[config.mk]
export PLATFORM = sky130hd
export DESIGN_NAME = ext_tx_sched
export DESIGN_NICKNAME = d
export VERILOG_FILES = /design/src/rtl/ext_tx_sched_pkg.sv /design/src/rtl/ext_tx_rr_arb.sv /design/src/rtl/ext_tx_sched.sv
export SDC_FILE = /design/constraint.sdc
export NUM_CORES = 1
export LEC_CHECK = 0
export ABC_AREA = 1
export CORE_MARGIN = 4
export CORE_UTILIZATION = 40
export CTS_CLUSTER_DIAMETER = 30
export CTS_CLUSTER_SIZE = 8
export DETAILED_ROUTE_END_ITERATION = 10
export PLACE_DENSITY = 0.82
export SLEW_MARGIN = 10
export SYNTH_ARGS = -nofsm -noshare
export SYNTH_HDL_FRONTEND = slang
export SYNTH_HIERARCHICAL = 1
export SYNTH_SLANG_ARGS = --single-unit
[constraint.sdc]
create_clock -name clk_i -period 3.9 [get_ports clk_i]
set_input_delay 0.78 -clock clk_i [delete_from_list [all_inputs] [get_ports clk_i]]
set_output_delay 0.78 -clock clk_i [all_outputs]
set_load 0.05 [all_outputs]
[src/rtl/ext_tx_sched_pkg.sv]
// Shared types for the external write-command scheduler: default ID pool
// geometry, the arbiter state encoding and a select-width helper.
package ext_tx_sched_pkg;

  localparam int EXT_TID_WIDTH_DEF = 4;
  localparam int NB_TID            = 2 ** EXT_TID_WIDTH_DEF;

  typedef logic [EXT_TID_WIDTH_DEF-1:0] tid_t;

  typedef enum logic {
    ARB_IDLE = 1'b0,
    ARB_LOCK = 1'b1
  } arb_state_e;

  // A single source still needs a one-bit select to keep port widths legal.
  function automatic int sel_width(input int n);
    return (n > 1) ? $clog2(n) : 1;
  endfunction

endpackage

[src/rtl/ext_tx_rr_arb.sv]
// Round-robin arbiter with a lock: once a request has been offered downstream
// and refused, the chosen source is held until it is finally accepted.
module ext_tx_rr_arb
  import ext_tx_sched_pkg::*;
#(
  parameter int NB_SRC = 2,
  parameter int SEL_W  = sel_width(NB_SRC)
) (
  input  logic              clk_i,
  input  logic              rst_i,
  input  logic [NB_SRC-1:0] req_i,
  input  logic              gnt_i,
  output logic              req_o,
  output logic [SEL_W-1:0]  sel_o,
  output logic              accept_o,
  output logic [NB_SRC-1:0] gnt_o
);

  arb_state_e       state_q, state_d;
  logic [SEL_W-1:0] rr_q, rr_d;
  logic [SEL_W-1:0] lockSel_q, lockSel_d;
  logic [SEL_W-1:0] rrSel;
  logic [SEL_W-1:0] cand;
  logic             rrFound;

  // Walk the sources starting at the priority pointer; first requester wins.
  always_comb begin
    rrSel   = rr_q;
    rrFound = 1'b0;
    cand    = '0;
    for (int i = 0; i < NB_SRC; i++) begin
      cand = SEL_W'((int'(rr_q) + i) % NB_SRC);
      if (!rrFound && req_i[cand]) begin
        rrSel   = cand;
        rrFound = 1'b1;
      end
    end
  end

  always_comb begin
    state_d   = state_q;
    lockSel_d = lockSel_q;
    req_o     = 1'b0;
    sel_o     = rrSel;
    unique case (state_q)
      ARB_IDLE: begin
        req_o = |req_i;
        sel_o = rrSel;
        if (req_o && !gnt_i) begin
          state_d   = ARB_LOCK;
          lockSel_d = rrSel;
        end
      end
      ARB_LOCK: begin
        // A source that withdraws its request releases the lock.
        sel_o = lockSel_q;
        req_o = req_i[lockSel_q];
        if (gnt_i || !req_o) begin
          state_d = ARB_IDLE;
        end
      end
      default: begin
        state_d = ARB_IDLE;
      end
    endcase

    accept_o = req_o & gnt_i;
    gnt_o    = '0;
    if (accept_o) begin
      gnt_o[sel_o] = 1'b1;
    end

    rr_d = rr_q;
    if (accept_o) begin
      rr_d = (int'(sel_o) == NB_SRC - 1) ? '0 : sel_o + SEL_W'(1);
    end
  end

  always_ff @(posedge clk_i) begin
    if (rst_i) begin
      state_q   <= ARB_IDLE;
      rr_q      <= '0;
      lockSel_q <= '0;
    end else begin
      state_q   <= state_d;
      rr_q      <= rr_d;
      lockSel_q <= lockSel_d;
    end
  end

endmodule

[src/rtl/ext_tx_sched.sv]
// Shares one external write-command port between NB_SRC sources: arbitrates,
// allocates transaction IDs from a pool and tracks completions per source.
module ext_tx_sched
  import ext_tx_sched_pkg::*;
#(
  parameter int NB_SRC          = 2,
  parameter int EXT_ADD_WIDTH   = 29,
  parameter int EXT_OPC_WIDTH   = 12,
  parameter int EXT_TID_WIDTH   = 4,
  parameter int MCHAN_LEN_WIDTH = 15
) (
  input  logic                              clk_i,
  input  logic                              rst_i,
  input  logic [NB_SRC*EXT_ADD_WIDTH-1:0]   src_cmd_add_i,
  input  logic [NB_SRC*EXT_OPC_WIDTH-1:0]   src_cmd_opc_i,
  input  logic [NB_SRC*MCHAN_LEN_WIDTH-1:0] src_cmd_len_i,
  input  logic [NB_SRC-1:0]                 src_cmd_bst_i,
  input  logic [NB_SRC-1:0]                 src_cmd_req_i,
  output logic [NB_SRC-1:0]                 src_cmd_gnt_o,
  output logic [EXT_ADD_WIDTH-1:0]          cmd_add_o,
  output logic [EXT_OPC_WIDTH-1:0]          cmd_opc_o,
  output logic [MCHAN_LEN_WIDTH-1:0]        cmd_len_o,
  output logic                              cmd_bst_o,
  output logic [EXT_TID_WIDTH-1:0]          cmd_tid_o,
  output logic                              cmd_req_o,
  input  logic                              cmd_gnt_i,
  output logic                              valid_tid_o,
  input  logic                              release_tid_i,
  input  logic [EXT_TID_WIDTH-1:0]          res_tid_i,
  output logic [NB_SRC-1:0]                 src_done_o,
  output logic [NB_SRC-1:0]                 src_busy_o,
  output logic                              err_o
);

  localparam int NB_TID_P = 2 ** EXT_TID_WIDTH;
  localparam int SEL_W    = sel_width(NB_SRC);
  localparam int CNT_W    = EXT_TID_WIDTH + 1;

  logic [NB_TID_P-1:0]      freeVec_q, freeVec_d;
  logic [SEL_W-1:0]         ownerTab_q [NB_TID_P];
  logic [CNT_W-1:0]         outCnt_q [NB_SRC];
  logic [CNT_W-1:0]         outCnt_d [NB_SRC];
  logic [NB_SRC-1:0]        done_q, done_d;
  logic                     err_q, err_d;
  logic [SEL_W-1:0]         sel;
  logic                     accept;
  logic                     relValid;
  logic                     relBogus;
  logic [SEL_W-1:0]         relOwner;
  logic [EXT_TID_WIDTH-1:0] allocTid;

  ext_tx_rr_arb #(
    .NB_SRC (NB_SRC),
    .SEL_W  (SEL_W)
  ) u_arb (
    .clk_i    (clk_i),
    .rst_i    (rst_i),
    .req_i    (src_cmd_req_i),
    .gnt_i    (cmd_gnt_i & valid_tid_o),
    .req_o    (cmd_req_o),
    .sel_o    (sel),
    .accept_o (accept),
    .gnt_o    (src_cmd_gnt_o)
  );

  assign cmd_add_o = src_cmd_add_i[int'(sel)*EXT_ADD_WIDTH +: EXT_ADD_WIDTH];
  assign cmd_opc_o = src_cmd_opc_i[int'(sel)*EXT_OPC_WIDTH +: EXT_OPC_WIDTH];
  assign cmd_len_o = src_cmd_len_i[int'(sel)*MCHAN_LEN_WIDTH +: MCHAN_LEN_WIDTH];
  assign cmd_bst_o = src_cmd_bst_i[sel];

  // Lowest-index free ID, taken from the registered pool only so that an ID
  // released this cycle cannot be handed out again before it is actually free.
  always_comb begin
    allocTid = '0;
    for (int t = NB_TID_P - 1; t >= 0; t--) begin
      if (freeVec_q[t]) begin
        allocTid = EXT_TID_WIDTH'(t);
      end
    end
  end

  assign valid_tid_o = |freeVec_q;
  assign cmd_tid_o   = allocTid;

  assign relOwner = ownerTab_q[res_tid_i];
  assign relValid = release_tid_i & ~freeVec_q[res_tid_i];
  assign relBogus = release_tid_i &  freeVec_q[res_tid_i];

  // Accept and release never touch the same ID: accept takes a free one,
  // a valid release only ever targets a busy one.
  always_comb begin
    freeVec_d = freeVec_q;
    if (relValid) begin
      freeVec_d[res_tid_i] = 1'b1;
    end
    if (accept) begin
      freeVec_d[allocTid] = 1'b0;
    end

    done_d = '0;
    if (relValid) begin
      done_d[relOwner] = 1'b1;
    end

    err_d = err_q | relBogus;

    for (int i = 0; i < NB_SRC; i++) begin
      outCnt_d[i] = outCnt_q[i];
      if (src_cmd_gnt_o[i] && !done_d[i]) begin
        outCnt_d[i] = outCnt_q[i] + CNT_W'(1);
      end else if (!src_cmd_gnt_o[i] && done_d[i]) begin
        outCnt_d[i] = outCnt_q[i] - CNT_W'(1);
      end
    end
  end

  always_ff @(posedge clk_i) begin
    if (rst_i) begin
      freeVec_q <= '1;
      done_q    <= '0;
      err_q     <= 1'b0;
      for (int i = 0; i < NB_SRC; i++) begin
        outCnt_q[i] <= '0;
      end
    end else begin
      freeVec_q <= freeVec_d;
      done_q    <= done_d;
      err_q     <= err_d;
      for (int i = 0; i < NB_SRC; i++) begin
        outCnt_q[i] <= outCnt_d[i];
      end
    end
  end

  always_ff @(posedge clk_i) begin
    if (rst_i) begin
      for (int t = 0; t < NB_TID_P; t++) begin
        ownerTab_q[t] <= '0;
      end
    end else if (accept) begin
      ownerTab_q[allocTid] <= sel;
    end
  end

  always_comb begin
    src_busy_o = '0;
    for (int i = 0; i < NB_SRC; i++) begin
      src_busy_o[i] = |outCnt_q[i];
    end
  end

  assign src_done_o = done_q;
  assign err_o      = err_q;

endmodule

==> impl_results.md <==
- Drt initial violations: 326
- Crit-path slowest cell: clkdlybuf4s50_1
- Total grt overflow: 0
- CP dominant cell by count: nand2_1
- Unrepaired setup endpoints after global routing: no
- Placed insts: 876
- Final worst setup slack: 0.215 ns
- Worst EP arrival: 3.88 ns
- Top cells by count, synth: 259 x nand2_1, 70 x inv_1, 49 x nand3_1, 43 x nor2_1, 32 x dfxtp_1
- Fin nets: 909
- Run status: finished clean
- Post-route insts no fill: 884
- Total power: 2.18 mW
- Hold Startpoint: err_o
- Most frequent cell after synthesis: nand2_1
- Dpl hpwl: 12.2 mm
- Worst-Skew Late Latency: 0.30 ns
- CTS clk-pin slew, worst paths: 0.08 ns
- Post-Synthesis Cells: 586
- CP delay by family, top: simple AND/OR/NAND/NOR gates
- Synth Flop Type: dfxtp_1
- Post-synth top area share: 27.4%
- Final Instance Area: 6260 um2
- Initial antenna violation count: 0
- Ratio of cells with drive above 1 in the final layout: 12.0%
- WHS: 0.454 ns
- Max-Cap Viols: 0
- WP buf/inv: 3
- Placed inst area: 6170 um2
- Setup Crit Path Kind: in -> reg
- Post-Syn Area: 3550 um2
- Reg-to-reg critical path startpoint: freeVec_q[14]
- Syn nets: 720
- Min Tclk post-route: 3.68 ns
- Hold crit path type: reg -> reg
- Vias in the first global route: 4364
- Pre-CTS worst setup slack: 0.00744 ns
- Crit. Startpoint: res_tid_i[0]
- Diode count: 0
- H-tree depth: 2
- R2r setup slk: 0.68 ns
- Post-CTS setup buffers: 0
- Final period util: 94.5%
- Critical Path Source Type: input pin
- Worst Tran Pin Value: 0.643 ns
- Fin. max-slew vios: 0
- Via density: 5.09
- CTS tree: built
- Setup TNS: 0 ns
- DR pass1 iterations: 6
- Power density over the cells: 348 nW/um2
- Mapped Avg Cell Area: 6.05 um2
- CTS buffer count: 5
- Pin count of the biggest net entering global routing: 51
- Hold Vio Cnt, Final: 0
- First-pass GRT wire length: 22.2 mm
- EDFF count, synth: 16
- Post-route DRC: 0
- Die footprint: 10400 um2
- WHS Path Cells: 2
- Vias: 4499
- End of the worst hold path: err_o
- Peak supply drop: 0.000200 V
- Synth async-reset ratio: 0%
- Final antenna-violating net count: 0
- Sink Count: 48
- Die Width: 102 um
- Netlist cell types: 35
- Cell Rows: 34
- Layout area overhead: 76.4%
- Worst-path maximum fanout: 5
- Total track usage: 27.4%
- Flops & latches, synth: 48
- Synth top area cells: nand2_1 27%, dfxtp_1 18%, edfxtp_1 14%, inv_1 7.4%, nand3_1 6.9%
- CP endpoint kind: register
- CTS Buffer Depth: 2
- FF-to-FF End: outCnt_q[0][4]
- Number of synthesis warnings: 6
- Sequential element share of the synthesized area: 31.6%
- # IOs: 194
- Layout Utilization: 72.1%
- GP Congestion: 0.969
- Cell Chain, Critical Path: clkdlybuf4s50_1 > inv_1 > nand2_2 > o22ai_1 > o21ai_0 > nand2_1 > nor3b_4 > nand2_1 > ha_1 > inv_1 > ha_1 > a21o_1 > a21oi_1 > nor2_1 > nor2_1 > nand2_1 > o21ai_0 > a21oi_1
- Core Area: 8680 um2
- Max stage delay on crit path: 0.57 ns
- Endpoints failing setup: 0
- Skew final: 0.00350 ns
- Port bufs: 193
- Worst slew margin: 56.8%
- DIE HEIGHT: 102 um
- Worst reg-to-reg path cell count: 18
- # fillers: 661
- Peak Freq: 271 MHz
- DRT Wirelength: 14.7 mm
- Post-synth top area cell: nand2_1
- Leakage: 3.08 nW
- Clk root buf: clkbuf_8
- Drt wl/cell: 16.6 um
- Required @ worst endpoint: 4.09 ns
- Initial core utilization: 40.9%
-- timing repair --
item	4_1_cts	5_1_grt
hold buffers	0	0
endpoints found under the setup margin	0	3
resized for setup	0	4
-- metal layers --
layer | routed length (um) | global-route usage, % | up-vias | part of all wire (%)
met1 | 5050 | 30.0 | 2003 | 34
met2 | 7330 | 47.3 | 251 | 50
li1 | - | - | 2215 | -
met3 | 1930 | 13.4 | 30 | 13
met4 | 362 | 7.47 | 0 | 2.5
met5 | 0 | 0 | - | 0
-- how the worst max path moves through the flow --
stage,cells past startpoint,slack [ns],to
after floorplan,13,0.37,outCnt_q[0][4]
after global placement,19,0.18,outCnt_q[0][4]
after detailed placement,20,0.007,outCnt_q[0][4]
after CTS,18,0.25,cmd_tid_o[0]
after global routing,18,0.02,outCnt_q[0][9]
final,18,0.22,outCnt_q[0][4]
-- worst reg2reg max path: stages, from the launching register on --
cell,delay (ns)
dfxtp_1,0.38
inv_1,0.08
nand2_1,0.12
nor3_1,0.08
nand2_1,0.09
inv_1,0.05
a21boi_0,0.37
nand2_4,0.13
nor2_1,0.23
ha_1,0.23
inv_1,0.11
fa_1,0.42
a21o_1,0.18
a21oi_1,0.16
nor2_1,0.06
nor2_1,0.11
nand2_1,0.08
o21ai_0,0.15
a21oi_1,0.06
-- power breakdown --
part / internal (mW) / switching (mW)
Clock: 0.125 / 0.161
Sequential: 0.550 / 0.0249
Combinational: 0.575 / 0.739
Total: 1.25 / 0.924
-- state kept, by name, indices dropped and copies added, names as in the netlist --
register         cells
err_o                1
freeVec_q           16
outCnt_q            10
ownerTab_q          16
src_done_o           2
u_arb/lockSel_q      1
u_arb/rr_q           1
u_arb/state_q        1
-- kinds of logic after synthesis --
kind of cell | after synthesis | share of synthesized area, %
and+or+nand+nor | 381 | 44.9
xor gates and xnor gates | 4 | 0.988
DFF | 48 | 31.6
AOI/OAI and AO/OA | 48 | 8.01
adders and majority gates | 10 | 3.95
buffers and inverters | 95 | 10.6
-- layout by cell type (no fill, tap or decap), types with 10 or more instances in the layout --
| cell | instances |
|---|---|
| dfxtp_1 | 32 |
| nor2_1 | 43 |
| clkdlybuf4s50_1 | 133 |
| nand3_1 | 49 |
| o21ai_0 | 17 |
| nand2_1 | 258 |
| edfxtp_1 | 16 |
| buf_4 | 10 |
| buf_12 | 58 |
| inv_1 | 69 |
-- cell type report --
cell class                 instances  area [um2]  share of cell area [%]
timing repair buffer             202        2580                    41.2
multi-input combinational        443        2060                    32.9
sequential                        48        1120                    17.9
inverter                          75         282                    4.50
tap                              108         135                    2.16
clock buffer                       7        76.3                    1.22
clock inverter                     1        3.75                  0.0600
(Power assumes the default switching activity.)
